## src/rtl/musa_if_pkg.sv

```systemverilog
// Shared types and default parameters for the MUSA instruction-fetch stage.
package musa_if_pkg;

    localparam int unsigned ADDR_W_DEF = 32;
    localparam int unsigned DATA_W_DEF = 32;

    localparam logic [31:0] RESET_VECTOR_DEF = 32'h0000_0000;
    localparam logic [31:0] EXC_VECTOR_DEF   = 32'h0000_0010;

    typedef enum logic [1:0] {
        BOOT  = 2'd0,
        FETCH = 2'd1,
        HOLD  = 2'd2
    } state_e;

endpackage

```

## src/rtl/pc_sequencer_if.sv

```systemverilog
// Instruction-memory req/ack bus between the fetch sequencer (master) and imem (slave).
interface pc_sequencer_if #(
    parameter int unsigned ADDR_W = musa_if_pkg::ADDR_W_DEF,
    parameter int unsigned DATA_W = musa_if_pkg::DATA_W_DEF
) ();

    logic              imem_req;
    logic [ADDR_W-1:0] imem_addr;
    logic              imem_ack;
    logic [DATA_W-1:0] imem_data;

    modport master (
        output imem_req,
        output imem_addr,
        input  imem_ack,
        input  imem_data
    );

    modport slave (
        input  imem_req,
        input  imem_addr,
        output imem_ack,
        output imem_data
    );

endinterface

```

## src/rtl/pc_incrementer.sv

```systemverilog
// Combinational next-sequential PC; wraps modulo 2^ADDR_W without any carry flag.
module pc_incrementer
    import musa_if_pkg::*;
#(
    parameter int unsigned ADDR_W = ADDR_W_DEF
) (
    input  logic [ADDR_W-1:0] pc_i,
    output logic [ADDR_W-1:0] pc_next_o
);

    assign pc_next_o = pc_i + ADDR_W'(1);

endmodule

```

## src/rtl/pc_sequencer.sv

```systemverilog
// MUSA IF-stage fetch controller: owns the PC, sequences imem fetches and feeds ID
// through a stall-aware output register backed by a one-entry skid buffer.
module pc_sequencer
    import musa_if_pkg::*;
#(
    parameter int unsigned       ADDR_W       = ADDR_W_DEF,
    parameter int unsigned       DATA_W       = DATA_W_DEF,
    parameter logic [ADDR_W-1:0] RESET_VECTOR = ADDR_W'(RESET_VECTOR_DEF),
    parameter logic [ADDR_W-1:0] EXC_VECTOR   = ADDR_W'(EXC_VECTOR_DEF)
) (
    input  logic              clk,
    input  logic              rst_n,
    input  logic              stall,
    input  logic              exc_req,
    input  logic              br_taken,
    input  logic [ADDR_W-1:0] br_target,
    input  logic              jmp,
    input  logic [ADDR_W-1:0] jmp_target,
    pc_sequencer_if.master    imem,
    output logic              if_valid,
    output logic [DATA_W-1:0] if_instr,
    output logic [ADDR_W-1:0] if_pc
);

    state_e            state_q, state_d;
    logic [ADDR_W-1:0] pc_q, pc_d;
    logic              req_q, req_d;
    logic              discard_q, discard_d;
    logic              out_valid_q, out_valid_d;
    logic [DATA_W-1:0] out_instr_q, out_instr_d;
    logic [ADDR_W-1:0] out_pc_q, out_pc_d;
    logic              skid_valid_q, skid_valid_d;
    logic [DATA_W-1:0] skid_instr_q, skid_instr_d;
    logic [ADDR_W-1:0] skid_pc_q, skid_pc_d;

    logic [ADDR_W-1:0] pc_inc;
    logic              redirect;
    logic [ADDR_W-1:0] redirect_target;
    logic              ack_live;

    pc_incrementer #(.ADDR_W(ADDR_W)) u_pc_inc (
        .pc_i      (pc_q),
        .pc_next_o (pc_inc)
    );

    assign redirect        = exc_req | br_taken | jmp;
    assign redirect_target = exc_req  ? EXC_VECTOR :
                             br_taken ? br_target  : jmp_target;
    // An ack only belongs to us while our request is up; acks in BOOT/HOLD are stale.
    assign ack_live        = req_q & imem.imem_ack;

    always_comb begin
        state_d      = state_q;
        pc_d         = pc_q;
        discard_d    = discard_q;
        out_valid_d  = out_valid_q;
        out_instr_d  = out_instr_q;
        out_pc_d     = out_pc_q;
        skid_valid_d = skid_valid_q;
        skid_instr_d = skid_instr_q;
        skid_pc_d    = skid_pc_q;

        if (redirect) begin
            // Any request still in flight (ours or an already-discarded one) poisons the next ack.
            pc_d         = redirect_target;
            state_d      = FETCH;
            out_valid_d  = 1'b0;
            skid_valid_d = 1'b0;
            discard_d    = (req_q | discard_q) & ~imem.imem_ack;
        end else begin
            if (out_valid_q && !stall) begin
                out_valid_d = 1'b0;
            end
            case (state_q)
                BOOT: state_d = FETCH;
                FETCH: begin
                    if (discard_q) begin
                        if (imem.imem_ack) begin
                            discard_d = 1'b0;
                        end
                    end else if (ack_live) begin
                        pc_d = pc_inc;
                        if (!out_valid_q || !stall) begin
                            out_valid_d = 1'b1;
                            out_instr_d = imem.imem_data;
                            out_pc_d    = pc_q;
                        end else begin
                            skid_valid_d = 1'b1;
                            skid_instr_d = imem.imem_data;
                            skid_pc_d    = pc_q;
                            state_d      = HOLD;
                        end
                    end
                end
                HOLD: begin
                    if (!stall) begin
                        out_valid_d  = skid_valid_q;
                        out_instr_d  = skid_instr_q;
                        out_pc_d     = skid_pc_q;
                        skid_valid_d = 1'b0;
                        state_d      = FETCH;
                    end
                end
                default: state_d = BOOT;
            endcase
        end

        req_d = (state_d == FETCH) && !discard_d;
    end

    always_ff @(posedge clk) begin
        if (!rst_n) begin
            state_q      <= BOOT;
            pc_q         <= RESET_VECTOR;
            req_q        <= 1'b0;
            discard_q    <= 1'b0;
            out_valid_q  <= 1'b0;
            out_instr_q  <= '0;
            out_pc_q     <= '0;
            skid_valid_q <= 1'b0;
            skid_instr_q <= '0;
            skid_pc_q    <= '0;
        end else begin
            state_q      <= state_d;
            pc_q         <= pc_d;
            req_q        <= req_d;
            discard_q    <= discard_d;
            out_valid_q  <= out_valid_d;
            out_instr_q  <= out_instr_d;
            out_pc_q     <= out_pc_d;
            skid_valid_q <= skid_valid_d;
            skid_instr_q <= skid_instr_d;
            skid_pc_q    <= skid_pc_d;
        end
    end

    assign imem.imem_req  = req_q;
    assign imem.imem_addr = pc_q;
    assign if_valid       = out_valid_q;
    assign if_instr       = out_instr_q;
    assign if_pc          = out_pc_q;

endmodule
```

## src/flat_wrapper.sv

```systemverilog
// flat-port wrapper written by rule: the top's interface ports become plain ports
module pc_sequencer_flat import musa_if_pkg::*;
#(
    parameter int unsigned       ADDR_W       = ADDR_W_DEF,
    parameter int unsigned       DATA_W       = DATA_W_DEF,
    parameter logic [ADDR_W-1:0] RESET_VECTOR = ADDR_W'(RESET_VECTOR_DEF),
    parameter logic [ADDR_W-1:0] EXC_VECTOR   = ADDR_W'(EXC_VECTOR_DEF)
)
  (clk, rst_n, stall, exc_req, br_taken, br_target, jmp, jmp_target, if_valid, if_instr, if_pc, imem_imem_req, imem_imem_addr, imem_imem_ack, imem_imem_data);
  pc_sequencer_if #(.ADDR_W(ADDR_W), .DATA_W(DATA_W)) imem_i ();
  input  logic clk;
  input  logic rst_n;
  input  logic stall;
  input  logic exc_req;
  input  logic br_taken;
  input  logic [ADDR_W-1:0] br_target;
  input  logic jmp;
  input  logic [ADDR_W-1:0] jmp_target;
  output logic if_valid;
  output logic [DATA_W-1:0] if_instr;
  output logic [ADDR_W-1:0] if_pc;
  output wire logic [$bits(imem_i.imem_req)-1:0] imem_imem_req;
  output wire logic [$bits(imem_i.imem_addr)-1:0] imem_imem_addr;
  input wire logic [$bits(imem_i.imem_ack)-1:0] imem_imem_ack;
  input wire logic [$bits(imem_i.imem_data)-1:0] imem_imem_data;
  assign imem_imem_req = imem_i.imem_req;
  assign imem_imem_addr = imem_i.imem_addr;
  assign imem_i.imem_ack = imem_imem_ack;
  assign imem_i.imem_data = imem_imem_data;
  pc_sequencer #(.ADDR_W(ADDR_W), .DATA_W(DATA_W), .RESET_VECTOR(RESET_VECTOR), .EXC_VECTOR(EXC_VECTOR)) u_core (.clk(clk), .rst_n(rst_n), .stall(stall), .exc_req(exc_req), .br_taken(br_taken), .br_target(br_target), .jmp(jmp), .jmp_target(jmp_target), .imem(imem_i), .if_valid(if_valid), .if_instr(if_instr), .if_pc(if_pc));
endmodule
```

## config.mk

```make
export PLATFORM = sky130hd
export DESIGN_NAME = pc_sequencer_flat
export DESIGN_NICKNAME = d
export VERILOG_FILES = /design/src/rtl/musa_if_pkg.sv /design/src/rtl/pc_sequencer_if.sv /design/src/rtl/pc_incrementer.sv /design/src/rtl/pc_sequencer.sv /design/src/flat_wrapper.sv
export SDC_FILE = /design/constraint.sdc
export NUM_CORES = 1
export LEC_CHECK = 0
export ABC_CLOCK_PERIOD_IN_PS = 4700
export CAP_MARGIN = 20
export CORE_MARGIN = 2
export CORE_UTILIZATION = 30
export DETAILED_ROUTE_END_ITERATION = 6
export GPL_TIMING_DRIVEN = 1
export PLACE_DENSITY_LB_ADDON = 0.05
export SYNTH_ARGS = -nofsm -noshare
export SYNTH_HDL_FRONTEND = slang
export SYNTH_SLANG_ARGS = --single-unit
```

## constraint.sdc

```tcl
create_clock -name clk -period 4.7 [get_ports clk]
set_clock_uncertainty 0.1 [all_clocks]
set_input_delay 0.705 -clock clk [delete_from_list [all_inputs] [get_ports clk]]
set_output_delay 0.705 -clock clk [all_outputs]
set_load 0.02 [all_outputs]
```

==> impl_results.md, run 1 <==
- Status: complete, no violations
- Slew Limit Fails: 0
- Core ar.: 25300 um2
- H-tree Lvls: 4
- Power per cell area: 299 nW/um2
- Die ar.: 27200 um2
- TritonCTS clock tree: yes
- # resized after CTS: 0
- Clk root buf: clkbuf_16
- Final setup viols: 0
- Final period utilization: 65.2%
- WP data arrival: 3.29 ns
- Worst min-delay path category: register to register
- Switching Share: 27.0%
- Total net switching power: 854 uW
- Tmin final: 3.06 ns
- Synth Flop Type: dfxtp_1
- Area delta synth->final: 36.4%
- HPWL after DPL: 16300 um
- Final core utilization: 41.9%
- Worst vdd ir: 0.000172 V
- Die Wd: 165 um
- Max frequency: 0.326 GHz
- Bufs on Longest Clock Path: 2
- Max-Cap Viols: 0
- Number of routed nets with antenna violations: 0
- Worst setup EP type: register
- Critical Path Start Type: primary input
- Setup CP Type: primary input to register
- Largest net degree at the start of global routing: 69
- Power Internal: 2310 uW
- Yosys top cell area share: 42.8%
- Synth async-reset ratio: 0%
- CP required: 4.92 ns
- IO Port Bufs: 200
- Slew margin rel.: 41.6%
- Seq pwr share: 46.2%
- Initial antenna violation count: 0
- Clk slew on worst S/H paths: 0.07 ns
- Clock power frac: 42.8%
- Via count: 7132
- Setup repair bufs after CTS: 0
- Die Ht: 165 um
- Initial Utilization: 30.7%
- Distinct cells, synth: 57
- Router iterations before antenna repair: 6
- Hold-fix buffers, CTS: 0
- Syn avg cell area: 8.35 um2
- Synth area leaders: dfxtp_1 43%, mux2i_1 10%, nand2_1 8.1%
- CP max-delay cell: nor3_2
- Ant. Diodes: 0
- Avg WL per Cell: 16.6 um
- Cell Rows: 58
- Mapped Cells: 929
- Area leader, netlist: dfxtp_1
- Post-synthesis sequential area ratio: 42.8%
- Leak Pwr: 0.00354 uW
- Overflow after GRT: 0
- Yosys reg bits: 166
- Initial DRC count: 427
- Final Routed Wirelength: 23800 um
- DRC viols: 0
- Worst-Margin Slew: 0.871 ns
- CTS sink cnt: 166
- TritonCTS buffer count: 17
- Mapped cell area: 7760 um2
- Setup TNS: 0 ns
- Worst-Skew Late Latency: 0.43 ns
- Nets: 1198
- Overall global routing resource usage: 17.5%
- Gate power share: 11.0%
- EDFF count, synth: 0
- Syn. warnings: 0
- Vias in the first global route: 6660
- CP Cell Sequence: clkdlybuf4s50_1 > nor3_2 > nand3_1 > a21oi_4 > buf_12 > o211ai_1 > o211a_1
- Unrepaired setup endpoints after global routing: no
- Top Ports: 201
- Largest stage delay on the critical path: 0.75 ns
- Mapped Nets: 1037
- Share of cells above drive strength 1: 6.07%
- Placer Congestion: 0.782
- CP Max Fanout: 48
- Final Hold Fails: 0
- First-pass GRT wire length: 37100 um
- Post-DR vias/cell: 4.98
## cell usage in the layout, fill, tap and decap left out, types with 5 or more instances in the layout
master	Yosys	layout
a211oi_1	57	57
a21boi_0	16	16
a21oi_1	78	77
a22oi_1	7	7
a31oi_1	7	7
buf_4	0	13
clkbuf_16	0	17
clkdlybuf4s50_1	0	198
dfxtp_1	166	166
inv_1	11	11
inv_6	0	7
mux2i_1	80	80
nand2_1	168	167
nand3_1	15	15
nand4_1	12	12
nor2_1	91	91
nor3_1	14	14
nor4_1	8	8
o211a_1	16	16
o211ai_1	5	5
o21ai_0	19	19
o22ai_1	13	13
xor2_1	5	5
## cell usage after synthesis, types with 14 or more instances
| cell | instances |
|---|---|
| o211a_1 | 16 |
| a21boi_0 | 16 |
| nor3_1 | 14 |
| a21oi_1 | 78 |
| buf_2 | 23 |
| a211oi_1 | 57 |
| nor2_1 | 91 |
| mux2i_1 | 80 |
| nand2_1 | 168 |
| clkbuf_1 | 47 |
| o21ai_0 | 19 |
| dfxtp_1 | 166 |
| nand3_1 | 15 |
## routing by layer
metal | part of all wire, % | track usage, %
met1 | 48 | 23.8
met2 | 45 | 28.0
met3 | 5.3 | 3.44
met4 | 1.2 | 5.18
met5 | 0 | 0
## layout make-up
type / instances / area (um2)
Fill cell: 2581 / 14700
Sequential cell: 166 / 3320
Tap cell: 330 / 413
Clock buffer: 17 / 425
Inverter: 12 / 47.5
Multi-Input combinational cell: 678 / 4110
Clock inverter: 15 / 131
Timing Repair Buffer: 215 / 2130
## kinds of logic (layout without fill, tap and decap cells)
family / Yosys count / after routing / share of synthesized area, %
AND/OR/NAND/NOR: 340 / 340 / 19.3
XOR/XNOR: 8 / 8 / 0.903
flip-flops: 166 / 166 / 42.8
buffers and inverters: 85 / 259 / 4.50
AO/OA/AOI/OAI: 241 / 241 / 20.7
multiplexers: 84 / 84 / 10.9
adder cells (fa/ha/maj): 5 / 5 / 0.806
## worst max-delay path, delay by kind of cell
kind / cells / cell delay, ns
buffers and inverters: 2 / 0.89
AND/OR/NAND/NOR: 2 / 1.00
AO/OA/AOI/OAI: 3 / 0.64
## through the flow
stage / power, uW / hold slack [ns] / setup slack [ns] / std cells / area [um2]
6_report: 3170 / 0.355 / 1.64 / 1433 / 10600
5_1_grt: 3310 / 0.375 / 1.38 / 1433 / 10600
4_1_cts: 3230 / 0.357 / 1.62 / 1433 / 10600
3_5_place_dp: 1850 / 0.349 / 1.18 / 1401 / 10000
3_3_place_gp: 1850 / 0.341 / 1.24 / 1401 / 10000
2_1_floorplan: 1650 / 0.335 / 2.31 / 929 / 7760
## sequential cells by signal, indices dropped and copies added (netlist names), 2 cells and up
name	flops
u_core.imem.imem_addr	32
u_core.if_instr	32
u_core.skid_pc_q	32
u_core.state_q	2
u_core.if_pc	32
u_core.skid_instr_q	32
## path summary, 6_finish.rpt
| kind | from | endpoint | slack [ns] | depth (start not counted) |
|---|---|---|---|---|
| worst max register to register | u_core.state_q[0] | u_core.imem.imem_req | 2.02 | 8 |
| worst min register to register | u_core.skid_pc_q[17] | u_core.skid_pc_q[17] | 0.35 | 2 |
| worst max-delay path | jmp | u_core.if_pc[2] | 1.64 | 7 |
| worst min-delay path | u_core.skid_pc_q[17] | u_core.skid_pc_q[17] | 0.35 | 2 |
## power groups by stage
stage               Clock, uW  Combinational, uW  Sequential (uW)
floorplan                   0                139             1520
global placement            0                353             1500
detailed placement          0                351             1500
CTS                      1410                353             1460
global route             1460                380             1470
finish                   1350                348             1460
Power figures use the tool's default switching activity.
==> inputs of run 2 (changes only) <==
- ABC_CLOCK_PERIOD_IN_PS: 4700 -> 3080
- clock period: 4.7 -> 3.08 ns (I/O delays scaled with it)
==> run 2 against run 1 <==
Against the previous run:
- global-route usage up 0.43 points
- setup slack got worse by 1.0 ns
- power up 56%
- via count increased by 0.66%
- first-iteration DRC count increased by 8.4%
- clock power rose by 61%
- clock-buffer cell count up 2
- cell count increased by 1.2%
- utilization rose by 0.73 points
- routed wire length rose by 2.6%
- worst hold slack got worse by 0.077 ns
==> impl_results.md, run 2 (synthesis results as in run 1) <==
- Reg2reg start: u_core.imem.imem_addr[5]
- Avg WL per Cell: 16.9 um
- Power per cell area: 460 nW/um2
- Critical Path Start Type: register
- Post-DR vias/cell: 4.95
- Leak Pwr: 0.00364 uW
- Initial antenna violation count: 0
- CP Max Fanout: 11
- Die ar.: 27200 um2
- Overflow after GRT: 0
- Worst min-delay path category: primary input to register
- Number of routed nets with antenna violations: 0
- CTS sink cnt: 166
- Nets: 1215
- Die Ht: 165 um
- CP required: 3.25 ns
- Worst setup EP type: register
- Area delta synth->final: 38.8%
- Slew margin rel.: 57.4%
- Footprint of the multi-input gates: 4110 um2
- Clk root buf: clkbuf_16
- Vias in the first global route: 6727
- Most common cell after layout, fill and taps aside: clkdlybuf4s50_1
- Top Ports: 201
- H-tree Lvls: 4
- Initial DRC count: 463
- Worst-Skew Late Latency: 0.43 ns
- Worst-Margin Slew: 0.639 ns
- Setup CP Type: register to register
- Status: complete, no violations
- TritonCTS buffer count: 17
- WP data arrival: 2.63 ns
- Max frequency: 0.408 GHz
- DRC viols: 0
- Core ar.: 25300 um2
- Clk slew on worst S/H paths: 0.07 ns
- Final Routed Wirelength: 24500 um
- Bufs on Longest Clock Path: 2
- IO Port Bufs: 200
- Final setup viols: 0
- HP Start: rst_n
- Die Wd: 165 um
- Final period utilization: 79.6%
- Initial Utilization: 30.7%
- # resized after CTS: 0
- First-pass GRT wire length: 37900 um
- Critical Path Start: u_core.imem.imem_addr[5]
- Router iterations before antenna repair: 5
- Via count: 7179
- Fillers: 2564
- Placer Congestion: 0.817
- Largest net degree at the start of global routing: 61
- Overall global routing resource usage: 17.9%
- Worst vdd ir: 0.000270 V
- Setup repair bufs after CTS: 0
- TritonCTS clock tree: yes
- Setup TNS: 0 ns
- Max-Cap Viols: 0
- Unrepaired setup endpoints after global routing: no
- HPWL after DPL: 17000 um
- Design area: 10800 um2
- Cell Rows: 58
- Ant. Diodes: 0
- Tmin final: 2.45 ns
- Final Hold Fails: 0
- Hold-fix buffers, CTS: 0
- Sequential Area: 3320 um2
- Slew Limit Fails: 0
- Commonest non-fill, non-tap cells in the layout: 198 x clkdlybuf4s50_1, 167 x nand2_1, 166 x dfxtp_1
- Post-DP Area: 10200 um2
- Share of cells above drive strength 1: 7.50%
-- run 2: layout make-up --
| type | count | share of cell area, % |
|---|---|---|
| multi-input cells | 678 | 38.2 |
| flip-flops and latches | 166 | 30.9 |
| clock inverters | 13 | 1.27 |
| well taps | 330 | 3.83 |
| inverters | 12 | 0.442 |
| repair buffers | 232 | 21.2 |
| clock buffers | 19 | 4.21 |
-- run 2: per-layer routing --
layer | up-vias | share of wire [%] | global-route usage (%)
li1 | 3676 | - | -
met1 | 3308 | 49 | 24.7
met4 | 0 | 0.97 | 4.27
met5 | - | 0 | 0
met3 | 17 | 4.8 | 3.67
met2 | 178 | 45 | 28.7
-- run 2: power breakdown --
part	total (uW)	internal, uW	switching (uW)
clock	2170	1190	981
sequential	2230	2180	41.5
combinational	556	284	272
total	4950	3650	1290
-- run 2: worst paths after layout --
check                                            endpoint  slack [ns]  depth (start not counted)
worst max-delay path            u_core.imem.imem_addr[22]        0.63                          5
worst min-delay path                     u_core.if_pc[10]        0.28                          2
worst max register to register  u_core.imem.imem_addr[22]        0.63                          5
worst min register to register       u_core.skid_pc_q[18]        0.35                          2
-- run 2: critical path: stages, from the launching register on --
cell and delay [ns]:
dfxtp_1 0.46, nand3_1 0.36, or3_1 0.58, or4_1 0.55, a31oi_1 0.18, a211oi_1 0.07
-- run 2: per-stage QoR --
step                      util (%)  hold slack (ns)  setup WS (ns)  power, uW  std cells
after floorplan                  -            0.335          0.687       2520        929
after global placement        40.3            0.341          0.465       2840       1418
after detailed placement      40.3            0.346          0.427       2840       1418
after CTS                     42.6            0.267          0.610       5020       1450
after global routing          42.6            0.277          0.472       5150       1450
final                         42.6            0.278          0.628       4950       1450
